===== config.mk =====
export PLATFORM = sky130hd
export DESIGN_NAME = issue_scoreboard_flat
export DESIGN_NICKNAME = d
export VERILOG_FILES = /design/src/rtl/issue_scoreboard_if.sv /design/src/rtl/issue_scoreboard.sv /design/src/flat_wrapper.sv
export SDC_FILE = /design/constraint.sdc
export NUM_CORES = 1
export LEC_CHECK = 0
export BUFFER_PORTS_ARGS = -buffer_cell sky130_fd_sc_hd__buf_2
export CELL_PAD_IN_SITES_DETAIL_PLACEMENT = 0
export CELL_PAD_IN_SITES_GLOBAL_PLACEMENT = 1
export CORE_MARGIN = 2
export CORE_UTILIZATION = 42
export CTS_CLUSTER_SIZE = 25
export DETAILED_ROUTE_END_ITERATION = 10
export HOLD_SLACK_MARGIN = 0.06
export MAX_ROUTING_LAYER = met4
export PLACE_DENSITY_LB_ADDON = 0.1
export REMOVE_ABC_BUFFERS = 1
export SLEW_MARGIN = 20
export SYNTH_ARGS = -nofsm -noshare
export SYNTH_HDL_FRONTEND = slang
export SYNTH_SLANG_ARGS = --single-unit

===== constraint.sdc =====
create_clock -name clk -period 2.7 [get_ports clk]
set_input_delay 0 -clock clk [delete_from_list [all_inputs] [get_ports clk]]
set_output_delay 0 -clock clk [all_outputs]
set_load 0.005 [all_outputs]

===== src/rtl/issue_scoreboard_if.sv =====
// ============================================================================
// Module   : issue_scoreboard_if
// Brief    : Issue, FU-completion and writeback bundle of the issue scoreboard.
// Revision : 1.0
// ============================================================================
`default_nettype none

interface issue_scoreboard_if #(
    parameter int NUM_FU   = 5,
    parameter int NUM_REGS = 32
);
    logic                issue_valid;
    logic [2:0]          issue_fu;
    logic [4:0]          issue_rd;
    logic                issue_rd_we;
    logic [4:0]          issue_rs1;
    logic [4:0]          issue_rs2;
    logic                issue_rs1_use;
    logic                issue_rs2_use;
    logic                issue_ready;
    logic [NUM_FU-1:0]   fu_en;
    logic [NUM_FU-1:0]   fu_finish;
    logic                wb_valid;
    logic [4:0]          wb_rd;
    logic [2:0]          wb_sel;
    logic [NUM_FU-1:0]   fu_busy;
    logic [NUM_REGS-1:0] reg_pending;

    modport master (
        output issue_valid, issue_fu, issue_rd, issue_rd_we,
               issue_rs1, issue_rs2, issue_rs1_use, issue_rs2_use, fu_finish,
        input  issue_ready, fu_en, wb_valid, wb_rd, wb_sel, fu_busy, reg_pending
    );

    modport slave (
        input  issue_valid, issue_fu, issue_rd, issue_rd_we,
               issue_rs1, issue_rs2, issue_rs1_use, issue_rs2_use, fu_finish,
        output issue_ready, fu_en, wb_valid, wb_rd, wb_sel, fu_busy, reg_pending
    );
endinterface

`default_nettype wire


===== src/rtl/issue_scoreboard.sv =====
// ============================================================================
// Module   : issue_scoreboard
// Brief    : FU occupancy / register-pending scoreboard with hazard-stalled
//            issue and fixed-priority serialisation of FU writebacks.
// Revision : 1.0
// ============================================================================
`default_nettype none

module issue_scoreboard #(
    parameter int NUM_FU   = 5,
    parameter int NUM_REGS = 32
) (
    input  wire logic          clk,
    input  wire logic          rst,
    issue_scoreboard_if.slave  sb
);
    localparam int c_JUMP_IDX = 4;

    logic [NUM_FU-1:0]   busy_q, busy_d;
    logic [NUM_FU-1:0]   done_q, done_d;
    logic [NUM_FU-1:0]   wen_q, wen_d;
    logic [4:0]          dest_q [NUM_FU];
    logic [4:0]          dest_d [NUM_FU];
    logic [NUM_REGS-1:0] pending_q, pending_d;

    logic [NUM_FU-1:0]   w_tgt;
    logic                w_tgt_valid;
    logic                w_tgt_busy;
    logic                w_raw;
    logic                w_issue_wen;
    logic                w_waw;
    logic                w_issue_ready;

    logic [NUM_FU-1:0]   w_gnt;
    logic                w_gnt_any;
    logic [2:0]          w_gnt_sel;
    logic [4:0]          w_gnt_rd;
    logic                w_gnt_wen;

    // Indices beyond the last FU decode to no target and are never accepted.
    always_comb begin
        w_tgt = '0;
        for (int f = 0; f < NUM_FU; f++) begin
            if (sb.issue_fu == 3'(f)) begin
                w_tgt[f] = 1'b1;
            end
        end
        w_tgt_valid   = |w_tgt;
        w_tgt_busy    = |(w_tgt & busy_q);
        w_raw         = (sb.issue_rs1_use & pending_q[sb.issue_rs1]) |
                        (sb.issue_rs2_use & pending_q[sb.issue_rs2]);
        w_issue_wen   = sb.issue_rd_we & (sb.issue_rd != 5'd0);
        w_waw         = w_issue_wen & pending_q[sb.issue_rd];
        w_issue_ready = sb.issue_valid & w_tgt_valid & ~w_tgt_busy &
                        ~busy_q[c_JUMP_IDX] & ~w_raw & ~w_waw;
    end

    // Descending scan so the lowest-index done FU is the last one to win.
    always_comb begin
        w_gnt     = '0;
        w_gnt_any = 1'b0;
        w_gnt_sel = 3'd0;
        w_gnt_rd  = 5'd0;
        w_gnt_wen = 1'b0;
        for (int f = NUM_FU - 1; f >= 0; f--) begin
            if (done_q[f]) begin
                w_gnt     = '0;
                w_gnt[f]  = 1'b1;
                w_gnt_any = 1'b1;
                w_gnt_sel = 3'(f + 1);
                w_gnt_rd  = dest_q[f];
                w_gnt_wen = wen_q[f];
            end
        end
    end

    always_comb begin
        busy_d    = busy_q;
        done_d    = done_q | (sb.fu_finish & busy_q);
        wen_d     = wen_q;
        dest_d    = dest_q;
        pending_d = pending_q;

        if (w_gnt_any) begin
            busy_d = busy_d & ~w_gnt;
            done_d = done_d & ~w_gnt;
            if (w_gnt_wen) begin
                pending_d[w_gnt_rd] = 1'b0;
            end
        end

        // The issue target is never the retiring FU: it is still busy.
        if (w_issue_ready) begin
            busy_d = busy_d | w_tgt;
            for (int f = 0; f < NUM_FU; f++) begin
                if (w_tgt[f]) begin
                    dest_d[f] = sb.issue_rd;
                    wen_d[f]  = w_issue_wen;
                end
            end
            if (w_issue_wen) begin
                pending_d[sb.issue_rd] = 1'b1;
            end
        end
        pending_d[0] = 1'b0;
    end

    always_ff @(posedge clk) begin
        if (!rst) begin
            busy_q    <= '0;
            done_q    <= '0;
            wen_q     <= '0;
            pending_q <= '0;
            for (int f = 0; f < NUM_FU; f++) begin
                dest_q[f] <= 5'd0;
            end
        end else begin
            busy_q    <= busy_d;
            done_q    <= done_d;
            wen_q     <= wen_d;
            pending_q <= pending_d;
            for (int f = 0; f < NUM_FU; f++) begin
                dest_q[f] <= dest_d[f];
            end
        end
    end

    assign sb.issue_ready = w_issue_ready;
    assign sb.fu_en       = w_tgt & {NUM_FU{w_issue_ready}};
    assign sb.wb_valid    = w_gnt_any & w_gnt_wen;
    assign sb.wb_rd       = w_gnt_rd;
    assign sb.wb_sel      = w_gnt_sel;
    assign sb.fu_busy     = busy_q;
    assign sb.reg_pending = pending_q;

endmodule

`default_nettype wire


===== src/flat_wrapper.sv =====
// flat-port wrapper written by rule: the top's interface ports become plain ports
module issue_scoreboard_flat 
#(
    parameter int NUM_FU   = 5,
    parameter int NUM_REGS = 32
)
  (clk, rst, sb_issue_valid, sb_issue_fu, sb_issue_rd, sb_issue_rd_we, sb_issue_rs1, sb_issue_rs2, sb_issue_rs1_use, sb_issue_rs2_use, sb_fu_finish, sb_issue_ready, sb_fu_en, sb_wb_valid, sb_wb_rd, sb_wb_sel, sb_fu_busy, sb_reg_pending);
  issue_scoreboard_if #(.NUM_FU(NUM_FU), .NUM_REGS(NUM_REGS)) sb_i ();
  input  wire logic clk;
  input  wire logic rst;
  input wire logic [$bits(sb_i.issue_valid)-1:0] sb_issue_valid;
  input wire logic [$bits(sb_i.issue_fu)-1:0] sb_issue_fu;
  input wire logic [$bits(sb_i.issue_rd)-1:0] sb_issue_rd;
  input wire logic [$bits(sb_i.issue_rd_we)-1:0] sb_issue_rd_we;
  input wire logic [$bits(sb_i.issue_rs1)-1:0] sb_issue_rs1;
  input wire logic [$bits(sb_i.issue_rs2)-1:0] sb_issue_rs2;
  input wire logic [$bits(sb_i.issue_rs1_use)-1:0] sb_issue_rs1_use;
  input wire logic [$bits(sb_i.issue_rs2_use)-1:0] sb_issue_rs2_use;
  input wire logic [$bits(sb_i.fu_finish)-1:0] sb_fu_finish;
  output wire logic [$bits(sb_i.issue_ready)-1:0] sb_issue_ready;
  output wire logic [$bits(sb_i.fu_en)-1:0] sb_fu_en;
  output wire logic [$bits(sb_i.wb_valid)-1:0] sb_wb_valid;
  output wire logic [$bits(sb_i.wb_rd)-1:0] sb_wb_rd;
  output wire logic [$bits(sb_i.wb_sel)-1:0] sb_wb_sel;
  output wire logic [$bits(sb_i.fu_busy)-1:0] sb_fu_busy;
  output wire logic [$bits(sb_i.reg_pending)-1:0] sb_reg_pending;
  assign sb_i.issue_valid = sb_issue_valid;
  assign sb_i.issue_fu = sb_issue_fu;
  assign sb_i.issue_rd = sb_issue_rd;
  assign sb_i.issue_rd_we = sb_issue_rd_we;
  assign sb_i.issue_rs1 = sb_issue_rs1;
  assign sb_i.issue_rs2 = sb_issue_rs2;
  assign sb_i.issue_rs1_use = sb_issue_rs1_use;
  assign sb_i.issue_rs2_use = sb_issue_rs2_use;
  assign sb_i.fu_finish = sb_fu_finish;
  assign sb_issue_ready = sb_i.issue_ready;
  assign sb_fu_en = sb_i.fu_en;
  assign sb_wb_valid = sb_i.wb_valid;
  assign sb_wb_rd = sb_i.wb_rd;
  assign sb_wb_sel = sb_i.wb_sel;
  assign sb_fu_busy = sb_i.fu_busy;
  assign sb_reg_pending = sb_i.reg_pending;
  issue_scoreboard #(.NUM_FU(NUM_FU), .NUM_REGS(NUM_REGS)) u_core (.clk(clk), .rst(rst), .sb(sb_i));
endmodule

==> flow_summary_export.csv, run 1 <==
group,metric,value,unit
floorplanning,die_h,103,µm
min_path,worstHoldPathCells,3,
global_route,grt_usage,0.269,
critical_path,critPathArrivalTime,2.58,ns
sta,fin_crit,2.58,ns
clock_tree,root_buffer,"clkbuf_8",
floorplanning,die_x,103,µm
pwr,p_per_area,459,nW/µm²
yosys,synthTopCellsByCount,"dfxtp_1 (71), nand2_1 (63), mux2i_1 (44)",
detailed_routing,via_per_inst,5.72,
clock_tree,cts_made_buffers,9,
sta,fin_crit_sh,0.954,
yosys,synthCells,446,
critical_path,slowest_stage,"mux4_2",
yosys,ys_seq_area_frac,0.348,
yosys,yosysTopAreaCell,"dfxtp_1",
critical_path,worstPathRequired,2.70,ns
detailed_routing,ant_nets,0,
critical_path,crit_path_cell_trace,"mux4_2 > nor4bb_1 > a21oi_1 > a31oi_4 > nand4b_4 > buf_4 > nor4_4 > buf_2",
yosys,synth_edf_count,0,
detailed_routing,drc_errors,0,
detailed_routing,drt_iter0_markers,262,
pwr,ir_worst_vdd,0.286,mV
run,maxCapViolCount,0,
detailed_routing,first_pass_iters,4,
place,hpwl,9410,µm
sta,finClkSkew,0.00948,ns
finish,nets,578,
yosys,yosysMostFrequentCell,"dfxtp_1",
finish,area_growth,27.6,%
global_route,antenna_found_initial,1,
yosys,yosysUniqueCellTypes,62,
place,routabilityCongestion,0.954,
status,status,"finished clean",
floorplanning,initial_utilization,0.438,
critical_path,worst_r2r_path_depth,9,
floorplanning,fp.coreArea,9330,µm²
sta,maxSlewViolCount,0,
yosys,synth_ff_type,"dfxtp_1",
yosys,synth_area_per_cell,9.15,µm²
detailed_routing,avgRoutedWirePerCell,19.4,µm
min_path,hold_class,"input port to register",
global_route,grt-ovfl-total,0,
floorplanning,rows,35,
yosys,synth_top_area_frac,0.348,
detailed_routing,vias,3912,
floorplanning,die_area,10500,µm²
finish,fin_util,0.558,
sta,holdWs,0.0906,ns
yosys,yosys_register_bits,71,
sta,hold_viol,0,
yosys,syn_area,4080,µm²
clock_tree,h-tree-depth,3,
yosys,async_flop_share,0,
global_route,grt_pass1_wl,20500,µm
critical_path,end_kind,"primary output",
yosys,synth_warnings,0,
yosys,synth.top_cells.by_area,"dfxtp_1 (35%), mux2i_1 (11%), mux4_2 (8.3%)",
sta,worst_slew_pin_slew,0.513,ns
critical_path,cp_top_family,"simple AND/OR/NAND/NOR gates",
clock_tree,clockBufferDepth,2,
floorplanning,num_io_pins,81,
clock_tree,clkSinkCount,71,
clock_tree,cts_tree,"yes",
sta,max_slew_margin,0.657,
finish,fill_cells,929,
critical_path,critPathLaunchType,"register",
place,port_buffers,79,
critical_path,cp_num_cells,8,
clock_tree,worst_skew_pair.late_latency,0.36,ns
global_route,grt_pass1_vias,3660,
critical_path,crit_type,"register to primary output",
critical_path,path_buf_inv,2,
detailed_routing,finalWirelength,13300,µm
sta,fmax,388,MHz
pwr,leakagePower,2.21,nW
critical_path,max_stage_delay,0.51,ns
global_route,grt_start_max_net_pins,37,
critical_path,path_max_fanout,5,
clock_tree,clk_pin_slew_worst_paths,0.08,ns
finish,drive_above_1_share,0.323,
sta,finalSetupViolations,0,
-- sequential cells by signal (all words and copies together) (netlist names) --
register / cells
u_core.sb.fu_busy: 5
u_core.wen_q: 5
u_core.sb.reg_pending: 31
u_core.dest_q: 25
u_core.done_q: 5
-- stage by stage --
step / TNS (ns) / total power [mW] / setup WS (ns) / cell area [µm²] / instances
2_1_floorplan: -3.24 / 1.18 / -0.455 / 3920 / 409
3_3_place_gp: 0 / 1.31 / 0.0957 / 4730 / 649
5_1_grt: -0.126 / 2.48 / -0.0367 / 5210 / 684
6_report: 0 / 2.39 / 0.123 / 5210 / 684
4_1_cts: 0 / 2.39 / 0.0611 / 5070 / 673
3_5_place_dp: 0 / 1.31 / 0.0343 / 4730 / 649
-- worst paths after layout --
kind	to	startpoint	slack, ns
max	sb_fu_en[0]	u_core.sb.reg_pending[22]	0.12
min	u_core.sb.reg_pending[5]	sb_issue_rd[2]	0.09
max reg2reg	u_core.wen_q[2]	u_core.sb.reg_pending[7]	0.13
min reg2reg	u_core.dest_q[19]	u_core.dest_q[19]	0.46
-- tightest hold or removal path, stage by stage --
cell and delay, ns:
buf_2 0.17, nand2_1 0.15, o21ai_0 0.10
-- power by group --
group / switching [mW] / internal, mW / leakage (nW)
combinational: 0.143 / 0.105 / 1.51
sequential: 0.00835 / 1.06 / 0.575
clock: 0.439 / 0.642 / 0.124
-- logic make-up after synthesis --
kind of cell	Yosys count	synth area share
AO/OA/AOI/OAI	114	0.187
flip-flops	71	0.348
multiplexers	65	0.215
buffers and inverters	46	0.0487
other	1	0.000919
AND/OR/NAND/NOR	149	0.200
-- layout by cell type (no fill, tap or decap), drive strengths merged, types with 5 or more instances in the layout --
master         n
and2           5
nor2b         11
a21oi         12
nand2         63
nand3b        11
dfxtp         71
inv            8
nand2b         8
nand3          8
o21ai         35
mux4          17
nor2          13
buf          123
dlygate4sd3    6
clkbuf        11
mux2i         44
o211ai        31
-- layout make-up --
type,count,area [µm²],share of cell area
well taps,129,161,0.0310
inverters,9,33.8,0.00649
multi-input cells,329,2530,0.486
clock buffers,11,141,0.0271
diodes,1,2.50,0.000480
flip-flops and latches,71,1430,0.274
repair buffers,129,805,0.154
clock inverters,5,104,0.0199
-- per-layer routing --
layer  track usage  wire length [µm]
met2         0.371              5670
met5             -                 0
met4        0.0677               129
met3        0.0617               969
met1         0.395              6500
-- timing repair --
action | 4_1_cts | 5_1_grt
buffers inserted | 2 | 10
hold buffers | 6 | 0
pin swaps | 2 | 4
endpoints found under the setup margin | 3 | 2
resized for setup | 3 | 16
hold endpoints to repair | 6 | 0
No activity file was read; power rests on OpenSTA's default activity.
==> inputs of run 2 (changes only) <==
CORE_UTILIZATION = 38   (was 42)
clock period = 2.1 ns   (was 2.7 ns; I/O delays follow)
==> flow_summary_export.csv, run 2 (synthesized netlist as in run 1, its figures left out) <==
group,metric,value,unit
status,status,"finished, violations left",
status,violations,"setup timing",
sta,hold_viol,0,
pwr,p_per_area,474,nW/µm²
detailed_routing,routed-wl-met3,1040,µm
critical_path,critPathLaunchType,"register",
sta,worst_slew_pin_slew,0.514,ns
sta,max_slew_margin,0.657,
global_route,grt-ovfl-total,0,
critical_path,worstPathRequired,2.10,ns
detailed_routing,drc_errors,0,
critical_path,path_buf_inv,3,
clock_tree,clkSinkCount,71,
min_path,hold_class,"input port to register",
finish,largest_register_ffs,31,
detailed_routing,vias,4209,
pwr,leakagePower,2.62,nW
run,maxCapViolCount,0,
detailed_routing,wl_met2,6360,µm
sta,finClkSkew,0.0127,ns
clock_tree,clk_pin_slew_worst_paths,0.09,ns
critical_path,max_stage_delay,0.53,ns
floorplanning,die_area,11600,µm²
critical_path,crit_path_frequent_cell,"buf_4",
sta,rsz0062_at_grt,"true",
place,routabilityCongestion,0.926,
clock_tree,cts_tree,"yes",
critical_path,path_max_fanout,4,
critical_path,cp_top_family,"simple AND/OR/NAND/NOR gates",
min_path,min-delay-start,"sb_issue_rd[2]",
critical_path,critPathArrivalTime,2.49,ns
floorplanning,initial_utilization,0.394,
clock_tree,worst_skew_pair.late_latency,0.37,ns
place,place_area,5350,µm²
clock_tree,root_buffer,"clkbuf_8",
finish,area_growth,45.4,%
detailed_routing,via_per_inst,5.57,
finish,nets,643,
detailed_routing,finalWirelength,14700,µm
sta,fin_crit_sh,1.19,
global_route,antenna_found_initial,0,
finish,final_common_cell,"buf_4",
sta,setup_ws,-0.392,ns
pwr,ir_worst_vdd,0.280,mV
sta,fin_crit,2.49,ns
global_route,grt_usage,0.268,
finish,antennaDiodeCount,0,
place,pre_cts_ws,-0.484,ns
pwr,power,2.81,mW
detailed_routing,m1WireLength,7130,µm
detailed_routing,top_layer,"met4",
floorplanning,rows,37,
place,hpwl,10900,µm
floorplanning,fp.coreArea,10400,µm²
clock_tree,cts_made_buffers,9,
detailed_routing,drt_iter0_markers,288,
detailed_routing,ant_nets,0,
critical_path,reg2reg_slack,-0.33,ns
floorplanning,die_h,108,µm
clock_tree,h-tree-depth,3,
critical_path,slowest_stage,"mux4_2",
sta,maxSlewViolCount,0,
global_route,grt_pass1_vias,4041,
critical_path,crit_type,"register to primary output",
detailed_routing,first_pass_iters,5,
sta,fmax,401,MHz
global_route,grt_pass1_wl,22800,µm
critical_path,crit_start,"u_core.sb.reg_pending[11]",
place,port_buffers,79,
critical_path,crit_path_cell_trace,"buf_4 > mux4_2 > nor3b_2 > o31a_1 > nand4b_4 > nor4b_2 > buf_4 > buf_6",
finish,mostFrequentLayoutCells,"buf_4 (94), buf_2 (75), dfxtp_1 (65), nand2_1 (63), mux2i_1 (43)",
floorplanning,die_x,108,µm
sta,finalSetupViolations,72,
clock_tree,clockBufferDepth,2,
finish,fill_cells,975,
detailed_routing,avgRoutedWirePerCell,19.5,µm
global_route,grt_start_max_net_pins,53,
critical_path,rr_startpoint,"u_core.sb.reg_pending[11]",
floorplanning,num_io_pins,81,
finish,post-route-cell-area,5930,µm²
critical_path,end_kind,"primary output",
finish,drive_above_1_share,0.452,
## run 2: cell count changes in the layout (fill, tap and decap cells not counted), moves of 5 or more
cell | before | now
buf_12 | 1 | 6
o21ai_2 | 0 | 22
buf_6 | 1 | 12
o21ai_0 | 32 | 7
buf_4 | 43 | 94
## run 2: worst paths after layout
kind / cells past startpoint / endpoint
min: 4 / u_core.sb.reg_pending[1]
max: 8 / sb_fu_en[1]
max reg2reg: 8 / u_core.dest_q[6]
min reg2reg: 2 / u_core.wen_q[2]
## run 2: timing repair
item | 4_1_cts | 5_1_grt
pin swaps | 30 | 6
resized for setup | 66 | 37
endpoints found under the hold margin | 8 | 0
endpoints found under the setup margin | 72 | 74
buffers inserted | 6 | 2
hold buffers | 6 | 0
## run 2: final cells by class
type                    count  area, µm²  share of cell area
clock buffers              10        138              0.0232
clock inverters             6       46.3             0.00780
inverters                   9       33.8             0.00569
multi-input cells         329       2710               0.456
flip-flops and latches     71       1430               0.241
well taps                 136        170              0.0287
repair buffers            194       1410               0.238
## run 2: metrics by stage
| step | TNS [ns] | util | hold slack, ns | std cells |
|---|---|---|---|---|
| final | -16.00 | 0.572 | 0.161 | 755 |
| after global routing | -24.83 | 0.572 | 0.183 | 755 |
| after floorplan | -12.90 | - | 0.0354 | 409 |
| after global placement | -24.79 | 0.516 | 0.233 | 729 |
| after CTS | -18.41 | 0.560 | 0.151 | 757 |
| after detailed placement | -27.47 | 0.516 | 0.238 | 729 |
## run 2: report_power, final
part	switching (mW)	internal, mW	leakage, nW
Clock	0.570	0.464	0.0885
Sequential	0.00905	1.36	0.575
Combinational	0.220	0.191	1.95
## run 2: metal layers
| metal | GRT usage | vias up |
|---|---|---|
| met2 | 0.371 | 150 |
| li1 | - | 2002 |
| met4 | 0.0522 | 0 |
| met3 | 0.0508 | 17 |
| met5 | - | - |
| met1 | 0.406 | 2040 |
## run 2: worst reg2reg max path: stages (launching register included)
cell and delay (ns):
dfxtp_1 0.32, buf_4 0.14, mux2_2 0.28, a221oi_2 0.26
a32o_1 0.18, a31oi_1 0.15, buf_4 0.21, or4_4 0.60
mux2i_1 0.15
